## config.mk

```make
export PLATFORM = sky130hd
export DESIGN_NAME = data_mem_arbiter
export DESIGN_NICKNAME = d
export VERILOG_FILES = /design/src/rtl/data_mem_arbiter.sv
export SDC_FILE = /design/constraint.sdc
export NUM_CORES = 1
export LEC_CHECK = 0
export ABC_AREA = 1
export BUFFER_PORTS_ARGS = -buffer_cell sky130_fd_sc_hd__clkbuf_2
export CORE_ASPECT_RATIO = 0.6
export CORE_MARGIN = 4
export CORE_UTILIZATION = 43
export DETAILED_ROUTE_END_ITERATION = 7
export GPL_TIMING_DRIVEN = 0
export PLACE_DENSITY_LB_ADDON = 0.1
export SYNTH_ARGS = -nofsm -noshare
export SYNTH_HDL_FRONTEND = slang
export SYNTH_SLANG_ARGS = --single-unit
```

## constraint.sdc

```tcl
create_clock -name CLK -period 1.4 [get_ports CLK]
set_input_delay 0.28 -clock CLK [delete_from_list [all_inputs] [get_ports CLK]]
set_output_delay 0.28 -clock CLK [all_outputs]
set_load 0.01 [all_outputs]
```

## src/rtl/data_mem_arbiter.sv

```systemverilog
// rtl/data_mem_arbiter.sv - two-port arbiter in front of a single-ported registered data memory
//
// Purpose: grants one of two requesters (A = CPU, B = DMA/debug) access to the
// data memory. Each access takes three cycles: IDLE -> ACCESS -> RESP -> IDLE.
// Out-of-range addresses (>= MEM_DEPTH) still take the full three cycles. They
// never write memory, and they complete with ERR=1 and RDATA=0.
//
// Optional feature: define ARB_ROUND_ROBIN_EN to alternate the winner of
// simultaneous requests. When it is undefined, port A always wins a tie.
//
// Ports:
//   CLK, RESET_N               clock, asynchronous active-low reset
//   A_REQ/A_WE/A_ADDR/A_WDATA  port A request, held by the requester until A_GNT
//   A_GNT                      port A accepted (ACCESS cycle only)
//   A_DONE/A_ERR/A_RDATA       port A completion pulse, error flag, read data
//   B_*                        port B, same meaning as port A
//   MEM_WRITE/MEM_ADDRESS/MEM_WDATA  memory command, driven during ACCESS
//   MEM_RDATA                  registered memory read data (valid during RESP)
//   BUSY                       high whenever an access is in flight
module data_mem_arbiter #(
  parameter int MEM_DEPTH = 256
) (
  input  logic       CLK,
  input  logic       RESET_N,
  input  logic       A_REQ,
  input  logic       A_WE,
  input  logic [9:0] A_ADDR,
  input  logic [9:0] A_WDATA,
  output logic       A_GNT,
  output logic       A_DONE,
  output logic       A_ERR,
  output logic [9:0] A_RDATA,
  input  logic       B_REQ,
  input  logic       B_WE,
  input  logic [9:0] B_ADDR,
  input  logic [9:0] B_WDATA,
  output logic       B_GNT,
  output logic       B_DONE,
  output logic       B_ERR,
  output logic [9:0] B_RDATA,
  output logic       MEM_WRITE,
  output logic [9:0] MEM_ADDRESS,
  output logic [9:0] MEM_WDATA,
  input  logic [9:0] MEM_RDATA,
  output logic       BUSY
);

  typedef enum logic [1:0] {
    IDLE   = 2'd0,
    ACCESS = 2'd1,
    RESP   = 2'd2
  } state_t;

  state_t      state_q;
  state_t      state_d;

  logic        owner_b_q;
  logic        we_q;
  logic [9:0]  addr_q;
  logic [9:0]  wdata_q;

  logic        start;
  logic        win_b;
  logic        in_range;
  logic [31:0] addr_ext;
  logic [9:0]  resp_data;

  logic        a_done_q;
  logic        a_err_q;
  logic [9:0]  a_rdata_q;
  logic        b_done_q;
  logic        b_err_q;
  logic [9:0]  b_rdata_q;

  // A new access may only begin from IDLE. Request changes while busy are ignored.
  assign start = (state_q == IDLE) && (A_REQ || B_REQ);

`ifdef ARB_ROUND_ROBIN_EN
  // b_first_q = 1 means port B wins the next tie. Reset gives A the first tie.
  logic b_first_q;

  assign win_b = B_REQ && (!A_REQ || b_first_q);

  always_ff @(posedge CLK or negedge RESET_N) begin
    if (!RESET_N) begin
      b_first_q <= 1'b0;
    end else if (start) begin
      b_first_q <= !win_b;
    end
  end
`else
  assign win_b = B_REQ && !A_REQ;
`endif

  // The captured address stays constant from the grant until the next IDLE,
  // so a single range check serves both the write gate and the response.
  assign addr_ext  = {22'd0, addr_q};
  assign in_range  = addr_ext < 32'(MEM_DEPTH);
  assign resp_data = (in_range && !we_q) ? MEM_RDATA : 10'd0;

  always_ff @(posedge CLK or negedge RESET_N) begin
    if (!RESET_N) begin
      state_q <= IDLE;
    end else begin
      state_q <= state_d;
    end
  end

  always_comb begin
    state_d     = state_q;
    BUSY        = 1'b0;
    A_GNT       = 1'b0;
    B_GNT       = 1'b0;
    MEM_WRITE   = 1'b0;
    MEM_ADDRESS = 10'd0;
    MEM_WDATA   = 10'd0;
    case (state_q)
      IDLE: begin
        if (A_REQ || B_REQ) begin
          state_d = ACCESS;
        end
      end
      ACCESS: begin
        state_d     = RESP;
        BUSY        = 1'b1;
        A_GNT       = !owner_b_q;
        B_GNT       = owner_b_q;
        MEM_WRITE   = we_q && in_range;
        MEM_ADDRESS = addr_q;
        MEM_WDATA   = wdata_q;
      end
      RESP: begin
        state_d = IDLE;
        BUSY    = 1'b1;
      end
      default: begin
        state_d = IDLE;
      end
    endcase
  end

  // The winner's command is latched on the grant edge. Later input changes
  // therefore cannot disturb the access that is in flight.
  always_ff @(posedge CLK or negedge RESET_N) begin
    if (!RESET_N) begin
      owner_b_q <= 1'b0;
      we_q      <= 1'b0;
      addr_q    <= 10'd0;
      wdata_q   <= 10'd0;
    end else if (start) begin
      owner_b_q <= win_b;
      we_q      <= win_b ? B_WE    : A_WE;
      addr_q    <= win_b ? B_ADDR  : A_ADDR;
      wdata_q   <= win_b ? B_WDATA : A_WDATA;
    end
  end

  // Completion is registered on the RESP->IDLE edge. ERR and RDATA for a port
  // change only when that port completes, so they hold between its DONE pulses.
  always_ff @(posedge CLK or negedge RESET_N) begin
    if (!RESET_N) begin
      a_done_q  <= 1'b0;
      a_err_q   <= 1'b0;
      a_rdata_q <= 10'd0;
      b_done_q  <= 1'b0;
      b_err_q   <= 1'b0;
      b_rdata_q <= 10'd0;
    end else begin
      a_done_q <= 1'b0;
      b_done_q <= 1'b0;
      if (state_q == RESP) begin
        if (owner_b_q) begin
          b_done_q  <= 1'b1;
          b_err_q   <= !in_range;
          b_rdata_q <= resp_data;
        end else begin
          a_done_q  <= 1'b1;
          a_err_q   <= !in_range;
          a_rdata_q <= resp_data;
        end
      end
    end
  end

  assign A_DONE  = a_done_q;
  assign A_ERR   = a_err_q;
  assign A_RDATA = a_rdata_q;
  assign B_DONE  = b_done_q;
  assign B_ERR   = b_err_q;
  assign B_RDATA = b_rdata_q;

endmodule
```

### After elaboration in Yosys (flattened, before gate mapping)

Cells that the tools add are included.

| storage, ports and cells | value |
|---|---|
| flip-flop bits (word level) | 48 |
| latch bits | 0 |
| bits in writable memories | 0 |
| ROM bits | 0 |
| input bits | 56 |
| output and inout bits | 48 |
| logic and storage cells | 45 |
| memories | 0 |

| cells by class | value |
|---|---|
| add/sub/neg operators | 0 |
| multiply operators | 0 |
| div/mod/pow operators | 0 |
| order comparisons | 1 |
| equal/unequal tests | 3 |
| shift operators | 0 |
| multiplexer cells | 16 |
| bitwise logic cells | 1 |
| reduce and logical (&&, ||, !) cells | 13 |

Operators by type and width:

| cell | number |
|---|---|
| 2-to-1 mux 10 bit | 5 |
| less-than comparator 10 x 9 -> 1 bit, second input constant | 1 |
| 2-to-1 mux 1 bit | 9 |
| logical AND 1 bit | 4 |
| logical NOT 1 bit | 4 |
| case mux 2 bit (2 select lines) | 1 |
| AND reduction 2 bit | 2 |
| equality test 2 x 1 -> 1 bit, second input constant | 1 |
| equality test 2 bit, second input constant | 1 |
| logical NOT 2 bit | 1 |
| 2-to-1 mux 2 bit | 1 |
| inequality test 2 x 1 -> 1 bit, second input constant | 1 |
| OR reduction 2 bit | 1 |
| logical OR 1 bit | 1 |
| NOT 1 bit | 1 |

### Logic depth before layout (Yosys ltp)

Gate-level depths: netlist (run 1).

| depth | value |
|---|---|
| word-level depth | 3 |
| mapped depth | 8 |

### Least setup slack after synthesis (run 1)

OpenSTA, ideal clock, no wires.

| timing | value |
|---|---|
| path type | register to output |
| start point | reg state_q[1] |
| end point | out MEM_ADDRESS[3] |
| arrival | 1.085 ns |
| required time | 1.120 ns |
| slack | 0.035 ns |
| cell stages (with the launch flop) | 6 |
| buffers on the path | 1 |
| path through | dfrtp_1 > inv_1 > ha_1 > clkbuf_1 > nand2_1 > inv_1 |

| on the way | value |
|---|---|
| word-level cells in the longest chain between the ends | 2 |

Ends and longest elaborated chain:

| what | line | source |
|---|---|---|
| start, declared | 54 | `state_t state_q;` |
| start signal, assigned | 105 | `state_q <= state_d;` |
| equality test 2 x 1 -> 1 bit | 117 | `case (state_q)` |
| 2-to-1 mux 10 bit | 117 |  |
| end, declared | 42 | `output logic [9:0] MEM_ADDRESS,` |

Every way passes these cells.

### Final worst setup path (run 1)

| timing | value |
|---|---|
| start point | reg state_q[1] |
| end point | out MEM_ADDRESS[8] |

The elaborated chain is that of the path after synthesis.

==> impl_results.md, run 1 <==
- Run status: finished, violations left
- Failing checks: setup timing
- Net count, final: 535
- Area grow syn2layout: 46.8%
- Clk buf depth: 2
- RSZ-0062 raised after global routing: true
- Crit. End Element: output pin
- Synthesized cell area: 0.00249 mm2
- Achievable frequency: 0.594 GHz
- Gate power share: 53.4%
- Worst Setup SP: state_q[1]
- Critical path required time: 1.12 ns
- Switch Pwr: 2970 uW
- Register area share after synthesis: 48.2%
- Register area: 0.00120 mm2
- Launching point of the worst reg2reg path: state_q[1]
- Hold Fails Final Rpt: 0
- Min Tclk post-route: 1.68 ns
- R2r endpoint: addr_q[8]
- Total GRT Usage: 19.9%
- Clock sinks: 48
- Max-slew violation count: 0
- CP arrival: 1.40 ns
- Commonest non-fill, non-tap cells in the layout: nand2_1, clkbuf_2, inv_1
- Clk slew on worst S/H paths: 0.09 ns
- Largest net degree at the start of global routing: 49
- Syn nets: 410
- Num rows: 21
- Mapped Cells: 350
- Worst Path Max Fanout: 6
- DPL Wire Length: 5070 um
- Post-Route WL: 7300 um
- Sequential Power Share: 33.1%
- Via count: 2577
- Placer congestion estimate: 0.838
- Power per Cell Area: 2000 mW/mm2
- I/O Buffers: 103
- Die area: 0.00712 mm2
- Antenna fix cells: 0
- DR vias/cell: 4.63
- Yosys warns: 0
- Final Instance Count excl. Fillers: 556
- CTS Root Cell: clkbuf_8
- Commonest non-fill, non-tap cell in the layout: nand2_1
- Placed Area: 0.00311 mm2
- Overall power: 7330 uW
- Final setup vio count: 41
- Initial Util: 44.6%
- Setup TNS: -6.12 ns
- I/O Pins: 104
- Post-Route Skew: 0.00687 ns
- Hold buffers post-CTS: 0
- Critical Setup Path Class: reg -> out
- Layout cells sized above 1: 38.4%
- Leakage: 0.00229 uW
- Hold/Removal Path Class: in -> async
- Crit share post-route: 120%
- Chip Width: 106 um
- Avg WL per Cell: 13.1 um
- Worst Tran Pin Value: 1.21 ns
- Synth cell types: 13
- Clk pwr share: 13.5%
- Total core area: 0.00560 mm2
- Switching share of total power: 40.5%
- First-pass DRT Iterations: 4
- CTS buffer count: 5
- Mean area per synthesized cell: 7.12 um2
- Area occupied by multi-input gates: 0.00106 mm2
- First-pass GRT wire length: 11000 um
- Fin worst setup slack: -0.283 ns
- Grt total ovfl: 0
- R2R cell count: 8
- Latest clock arrival within the worst-skew pair: 0.29 ns
- Worst slack, placed: -0.350 ns
- R2r setup slk: -0.03 ns
- H-Tree Depth: 2
- ANT nets after route: 0
- Initial drt markers: 96
- Layout filler cell count: 515
- Design area: 0.00366 mm2
- CTS tree: done
- Max_cap viols: 0
- Cell internal pwr: 4360 uW
- DRC: 0
- #FFs+latches synth: 48
- Vias in the first global route: 2203
- Slew Limit Headroom: 19.6%
- Worst IR Drop VDD: 0.900 mV
- Initial antenna violation count: 0
- Startpoint Class: flip-flop
- Die H: 67.0 um
- Dpl cells: 533
==> what timing repair did <==
action                     CTS  global route
gates resized for setup     35            91
cloned                       1             4
setup endpoints to repair   63            65
pin swaps                    5             7
hold endpoints to repair     0             0
buffers inserted             8             3
==> final cells by class <==
type                            count  area share, %
Clock buffer                        6           1.98
Sequential cell                    48           32.9
Inverter                           72           7.66
Clock inverter                      2          0.957
Timing Repair Buffer              118           20.4
Multi-Input combinational cell    210           28.9
Tap cell                           80           2.74
Buffer                             20           4.58
==> routing by layer <==
layer	vias up	part of all wire, %	routed length (um)	global-route usage, %
li1	1306	-	-	-
met1	1179	51	3690	31.0
met2	86	41	2980	27.6
met3	6	7.9	574	5.13
met4	0	0.78	57	3.23
met5	-	0	0	0
==> worst max path at each step <==
stage | slack, ns | endpoint | depth (start not counted)
final | -0.28 | MEM_ADDRESS[8] | 6
after global routing | -0.33 | MEM_ADDRESS[6] | 6
after CTS | -0.24 | MEM_ADDRESS[0] | 6
after detailed placement | -0.35 | MEM_ADDRESS[0] | 6
after global placement | -0.35 | MEM_ADDRESS[0] | 6
after floorplan | 0.03 | MEM_ADDRESS[3] | 5
==> registers in the layout (all words and copies together), names as in the netlist <==
name       cells
A_DONE         1
A_RDATA       10
addr_q        10
B_ERR          1
wdata_q       10
owner_b_q      1
state_q        2
we_q           1
B_RDATA       10
B_DONE         1
A_ERR          1
==> power groups by stage <==
| stage | Sequential (uW) | Clock (uW) | Combinational [uW] |
|---|---|---|---|
| 2_1_floorplan | 2420 | 0 | 1570 |
| 3_3_place_gp | 2340 | 0 | 2670 |
| 3_5_place_dp | 2350 | 0 | 2720 |
| 4_1_cts | 2370 | 1000 | 3230 |
| 5_1_grt | 2500 | 1080 | 4310 |
| 6_report | 2430 | 987 | 3920 |
==> cells by family after synthesis <==
family / after synthesis / share of synthesized area, %
AO/OA/AOI/OAI: 6 / 1.20
AND/OR/NAND/NOR: 200 / 34.2
adder cells (fa/ha/maj): 4 / 2.01
buffers and inverters: 92 / 14.4
flip-flops: 48 / 48.2
==> worst max-delay path, cell delays in order, from the launching register on <==
cell and delay (ns):
dfrtp_1 0.42, inv_2 0.10, ha_4 0.21, clkbuf_16 0.18, nand2_4 0.05, inv_2 0.06, buf_6 0.09
==> through the flow <==
stage / hold slack [ns] / util (%)
final: 0.210 / 65.4
after global routing: 0.241 / 65.4
after CTS: 0.236 / 60.9
after detailed placement: 0.465 / 55.6
after global placement: 0.462 / 55.6
after floorplan: -0.0156 / -
==> synth_stat cells, drive strengths merged <==
library cell / number / area share (%)
a21oi: 1 / 0.20
buf: 11 / 2.2
clkbuf: 9 / 1.4
dfrtp: 48 / 48
ha: 4 / 2.0
inv: 72 / 11
nand2: 132 / 20
nand3: 42 / 8.4
nand4: 20 / 5.0
nor2: 6 / 0.90
o21ai: 5 / 1.0
Note: power is estimated with default switching activity, not from simulation.
==> run 2: changes to the inputs <==
--- a/config.mk
+++ b/config.mk
@@ -12,7 +12,7 @@
 export CORE_UTILIZATION = 43
 export DETAILED_ROUTE_END_ITERATION = 7
 export GPL_TIMING_DRIVEN = 0
-export PLACE_DENSITY_LB_ADDON = 0.1
+export PLACE_DENSITY = 0.85
 export SYNTH_ARGS = -nofsm -noshare
 export SYNTH_HDL_FRONTEND = slang
 export SYNTH_SLANG_ARGS = --single-unit
==> run 2 against run 1 <==
  * The flow still finishes with violations (setup timing)
  * First-iteration DRC count up 81%
  * Non-clock buffer count up 1
  * Count of clock-buffer cells in the layout down 1
  * Die area unchanged
  * Total power down 7.1%
  * Highest routed layer unchanged
==> impl_results.md, run 2 (synthesis results as in run 1) <==
- Run status: finished, violations left
- Failing checks: setup timing
- Total GRT Usage: 18.3%
- Leakage: 0.00229 uW
- RSZ-0062 raised after global routing: true
- Commonest non-fill, non-tap cell in the layout: nand2_1
- Clk buf depth: 2
- Worst Tran Pin Value: 1.16 ns
- Register area: 0.00120 mm2
- Achievable frequency: 0.615 GHz
- ANT nets after route: 0
- Critical path required time: 1.12 ns
- R2R cell count: 9
- Initial Util: 44.6%
- Net count, final: 536
- Area grow syn2layout: 44.1%
- Fin worst setup slack: -0.225 ns
- I/O Buffers: 103
- Chip Width: 106 um
- Startpoint Class: flip-flop
- H-Tree Depth: 2
- Launching point of the worst reg2reg path: state_q[1]
- Initial antenna violation count: 0
- Max-slew violation count: 0
- Via count: 2563
- Hold buffers post-CTS: 0
- Layout filler cell count: 500
- Overall power: 6810 uW
- Latest clock arrival within the worst-skew pair: 0.29 ns
- CP arrival: 1.35 ns
- Die H: 67.0 um
- R2r endpoint: we_q
- CTS tree: done
- Num rows: 21
- Initial drt markers: 174
- Total core area: 0.00560 mm2
- Commonest non-fill, non-tap cells in the layout: nand2_1, clkbuf_2, inv_1
- Max_cap viols: 0
- Critical Setup Path Class: reg -> out
- Hold Fails Final Rpt: 0
- Power per Cell Area: 1900 mW/mm2
- Area occupied by multi-input gates: 0.00108 mm2
- Avg WL per Cell: 12.5 um
- DPL Wire Length: 5020 um
- Vias in the first global route: 2232
- First-pass GRT wire length: 10400 um
- Worst Setup SP: state_q[1]
- Placer congestion estimate: 0.909
- Clock sinks: 48
- Largest net degree at the start of global routing: 49
- Slew Limit Headroom: 22.6%
- Worst IR Drop VDD: 0.725 mV
- Setup TNS: -4.84 ns
- Post-Route WL: 6970 um
- I/O Pins: 104
- DRC: 0
- CTS Root Cell: clkbuf_8
- Clk slew on worst S/H paths: 0.09 ns
- CTS buffer count: 5
- Layout cells sized above 1: 36.9%
- Post-Route Skew: 0.0108 ns
- R2r setup slk: -0.03 ns
- Worst setup path end: MEM_WDATA[6]
- DR vias/cell: 4.60
- Antenna fix cells: 0
- Min Tclk post-route: 1.63 ns
- Worst Path Max Fanout: 10
- Grt total ovfl: 0
- Crit share post-route: 116%
- First-pass DRT Iterations: 5
- Hold/Removal Path Class: in -> async
- Crit. End Element: output pin
- Final setup vio count: 44
- Die area: 0.00712 mm2
[run 2: worst min-delay path by stage]
stage            startpoint          to  slack [ns]  depth (start not counted)
3_3_place_gp     A_RDATA[8]  A_RDATA[8]        0.46                          2
2_1_floorplan       RESET_N      A_DONE       -0.02                          0
4_1_cts             RESET_N  A_RDATA[5]        0.24                          1
3_5_place_dp      addr_q[2]   addr_q[2]        0.47                          2
5_1_grt        MEM_RDATA[6]  A_RDATA[6]        0.25                          3
6_report            RESET_N  A_RDATA[5]        0.21                          1
[run 2: final cells by class]
| type | instances | share of cell area [%] |
|---|---|---|
| Tap cell | 80 | 2.79 |
| Timing Repair Buffer | 119 | 18.8 |
| Multi-Input combinational cell | 210 | 30.2 |
| Clock inverter | 3 | 0.522 |
| Clock buffer | 5 | 1.92 |
| Sequential cell | 48 | 33.4 |
| Buffer | 20 | 4.60 |
| Inverter | 72 | 7.73 |
[run 2: worst max-delay path, stage by stage, from the launching register on]
cell       delay [ns]
dfrtp_1          0.41
inv_2            0.09
ha_4             0.16
clkbuf_16        0.16
nand2_1          0.06
inv_1            0.05
buf_2            0.12
[run 2: power breakdown]
group / internal, uW / switching [uW]
clock network: 348 / 432
logic: 1640 / 2020
registers: 1990 / 383
total: 3980 / 2830
[run 2: timing repair]
item                       in CTS  in global routing
setup buffers                   7                  4
gates resized for setup        29                 78
setup endpoints to repair      54                 64
gates cloned                    1                  4
pin swaps                       3                 12
[run 2: layer usage]
| metal | track usage [%] | up-vias | wire [um] |
|---|---|---|---|
| met3 | 3.87 | 4 | 635 |
| met2 | 27.9 | 113 | 3060 |
| met1 | 27.2 | 1138 | 3230 |
| met4 | 3.07 | 0 | 50 |
| li1 | - | 1308 | - |
| met5 | 0 | - | 0 |
[run 2: metrics by stage]
step | util, % | std cells | worst slack, ns | hold slack, ns | area (um2)
floorplan | - | 350 | 0.0350 | -0.0156 | 2490
global placement | 55.6 | 533 | -0.338 | 0.463 | 3110
detailed placement | 55.6 | 533 | -0.367 | 0.468 | 3110
CTS | 59.9 | 549 | -0.225 | 0.238 | 3350
global route | 64.2 | 557 | -0.292 | 0.245 | 3590
finish | 64.2 | 557 | -0.225 | 0.210 | 3590
==> run 3: changes to the inputs <==
--- a/config.mk
+++ b/config.mk
@@ -9,10 +9,11 @@
 export BUFFER_PORTS_ARGS = -buffer_cell sky130_fd_sc_hd__clkbuf_2
 export CORE_ASPECT_RATIO = 0.6
 export CORE_MARGIN = 4
-export CORE_UTILIZATION = 43
+export CORE_UTILIZATION = 29
+export CTS_BUF_LIST = sky130_fd_sc_hd__clkbuf_2
 export DETAILED_ROUTE_END_ITERATION = 7
 export GPL_TIMING_DRIVEN = 0
-export PLACE_DENSITY = 0.85
+export PLACE_DENSITY = 0.64
 export SYNTH_ARGS = -nofsm -noshare
 export SYNTH_HDL_FRONTEND = slang
 export SYNTH_SLANG_ARGS = --single-unit
==> run 3 against run 2 <==
  * The run still ends with setup timing left
  * Sequential power hardly changed
  * Final area is 0.84% lower
  * Cell count is 5.4% higher
  * Worst hold slack worse by 0.14 ns
  * Critical endpoint is now MEM_WDATA[8]
  * Largest cell class unchanged
==> impl_results.md, run 3 (synthesis results as in run 1) <==
- DPL Wire Length: 5630 um
- Sequential Power Share: 35.8%
- Gate power share: 52.3%
- Hold Slack: 0.0689 ns
- Net count, final: 538
- Initial drt markers: 125
- Total core area: 0.00810 mm2
- Crit share post-route: 130%
- Worst slack, placed: -0.424 ns
- Grt total ovfl: 0
- Switching share of total power: 41.7%
- Layout filler cell count: 836
- Worst IR Drop VDD: 0.500 mV
- H-Tree Depth: 2
- Switch Pwr: 2780 uW
- Layout cells sized above 1: 32.4%
- Die H: 79.8 um
- Area occupied by multi-input gates: 997 um2
- Slew Limit Headroom: 64.3%
- Chip Width: 128 um
- Commonest non-fill, non-tap cell in the layout: nand2_1
- Min-Delay Path Depth: 3
- Placed Area: 0.00314 mm2
- First-pass DRT Iterations: 4
- Final setup vio count: 50
- ANT nets after route: 0
- R2R cell count: 8
- Post-Route Skew: 0.0252 ns
- I/O Pins: 104
- Antenna fix cells: 0
- Worst Tran Pin Value: 0.535 ns
- Vias in the first global route: 2540
- Design area: 0.00356 mm2
- CP arrival: 1.54 ns
- Clk buf depth: 2
- Clk slew on worst S/H paths: 0.27 ns
- Max_cap viols: 0
- Startpoint Class: flip-flop
- Crit. End Element: output pin
- I/O Buffers: 103
- Die area: 0.0102 mm2
- Cell internal pwr: 3880 uW
- Hold Fails Final Rpt: 0
- Total GRT Usage: 14.5%
- CTS Root Cell: clkbuf_2
- CTS buffer count: 5
- Failing checks: setup timing
- Commonest non-fill, non-tap cells in the layout: nand2_1, clkbuf_2, inv_1
- Leakage: 0.00228 uW
- Post-Route WL: 7450 um
- Critical Setup Path Class: reg -> out
- Power per Cell Area: 1870 mW/mm2
- Critical path required time: 1.12 ns
- Num rows: 25
- Achievable frequency: 0.548 GHz
- Via count: 2551
- Avg WL per Cell: 12.7 um
- Latest clock arrival within the worst-skew pair: 0.44 ns
- Register area: 0.00120 mm2
- Clock sinks: 48
- RSZ-0062 raised after global routing: true
- Max-slew violation count: 0
- Largest net degree at the start of global routing: 49
- Worst Path Max Fanout: 10
- Placer congestion estimate: 0.854
- CTS tree: done
- Run status: finished, violations left
- First-pass GRT wire length: 11800 um
- DRC: 0
- Fin worst setup slack: -0.424 ns
- DR vias/cell: 4.35
- Area grow syn2layout: 42.9%
- Initial Util: 30.8%
- Min Tclk post-route: 1.82 ns
- Hold/Removal Path Class: in -> reg
- Initial antenna violation count: 0
- Clk pwr share: 11.9%
## run 3: path summary, 6_finish.rpt
kind | endpoint | slack (ns) | from
hold / removal | B_RDATA[2] | 0.07 | MEM_RDATA[2]
hold reg to reg | B_RDATA[8] | 0.51 | B_RDATA[8]
max in group asynchronous | B_RDATA[3] | 0.56 | RESET_N
setup reg to reg | B_RDATA[8] | -0.17 | state_q[0]
setup / recovery | MEM_WDATA[8] | -0.42 | state_q[1]
min in group asynchronous | wdata_q[5] | 0.30 | RESET_N
## run 3: final cells by class
cell class,count,area share [%]
Clock inverter,3,1.33
Tap cell,108,3.79
Sequential cell,48,33.8
Inverter,72,7.66
Buffer,20,4.43
Multi-Input combinational cell,210,28.0
Clock buffer,5,0.702
Timing Repair Buffer,121,20.3
## run 3: worst max-delay path, stage by stage, from the launching register on
cell	delay (ns)
dfrtp_1	0.46
inv_2	0.08
ha_4	0.16
clkbuf_16	0.16
nand2_1	0.06
inv_1	0.06
buf_2	0.12
## run 3: routing by layer
layer / routed length, um / GRT usage (%) / vias up
met3: 516 / 4.14 / 5
met1: 3780 / 21.6 / 1151
met2: 3110 / 21.0 / 87
met4: 38 / 2.54 / 0
met5: 0 / 0 / -
li1: - / - / 1308
## run 3: power groups by stage
stage | logic (uW) | registers, uW | clock network, uW
final | 3480 | 2380 | 793
after floorplan | 1570 | 2420 | 0
after global placement | 2680 | 2360 | 0
after detailed placement | 2730 | 2390 | 0
after global routing | 3900 | 2470 | 891
after CTS | 3100 | 2380 | 830
## run 3: timing repair
action | in CTS | in global routing
gates cloned | 0 | 2
hold endpoints to repair | 1 | 23
pin swaps | 2 | 6
resized for setup | 22 | 60
setup endpoints to repair | 64 | 73
hold buffers | 1 | 3
setup buffers | 6 | 6
## run 3: per-stage QoR
| stage | total power [uW] | std cells | setup TNS [ns] | util (%) |
|---|---|---|---|---|
| after floorplan | 3990 | 350 | 0 | - |
| after global placement | 5050 | 561 | -7.23 | 38.8 |
| after detailed placement | 5120 | 561 | -10.75 | 38.8 |
| after CTS | 6310 | 576 | -12.80 | 41.5 |
| after global routing | 7260 | 587 | -17.27 | 44.0 |
| final | 6660 | 587 | -10.79 | 44.0 |
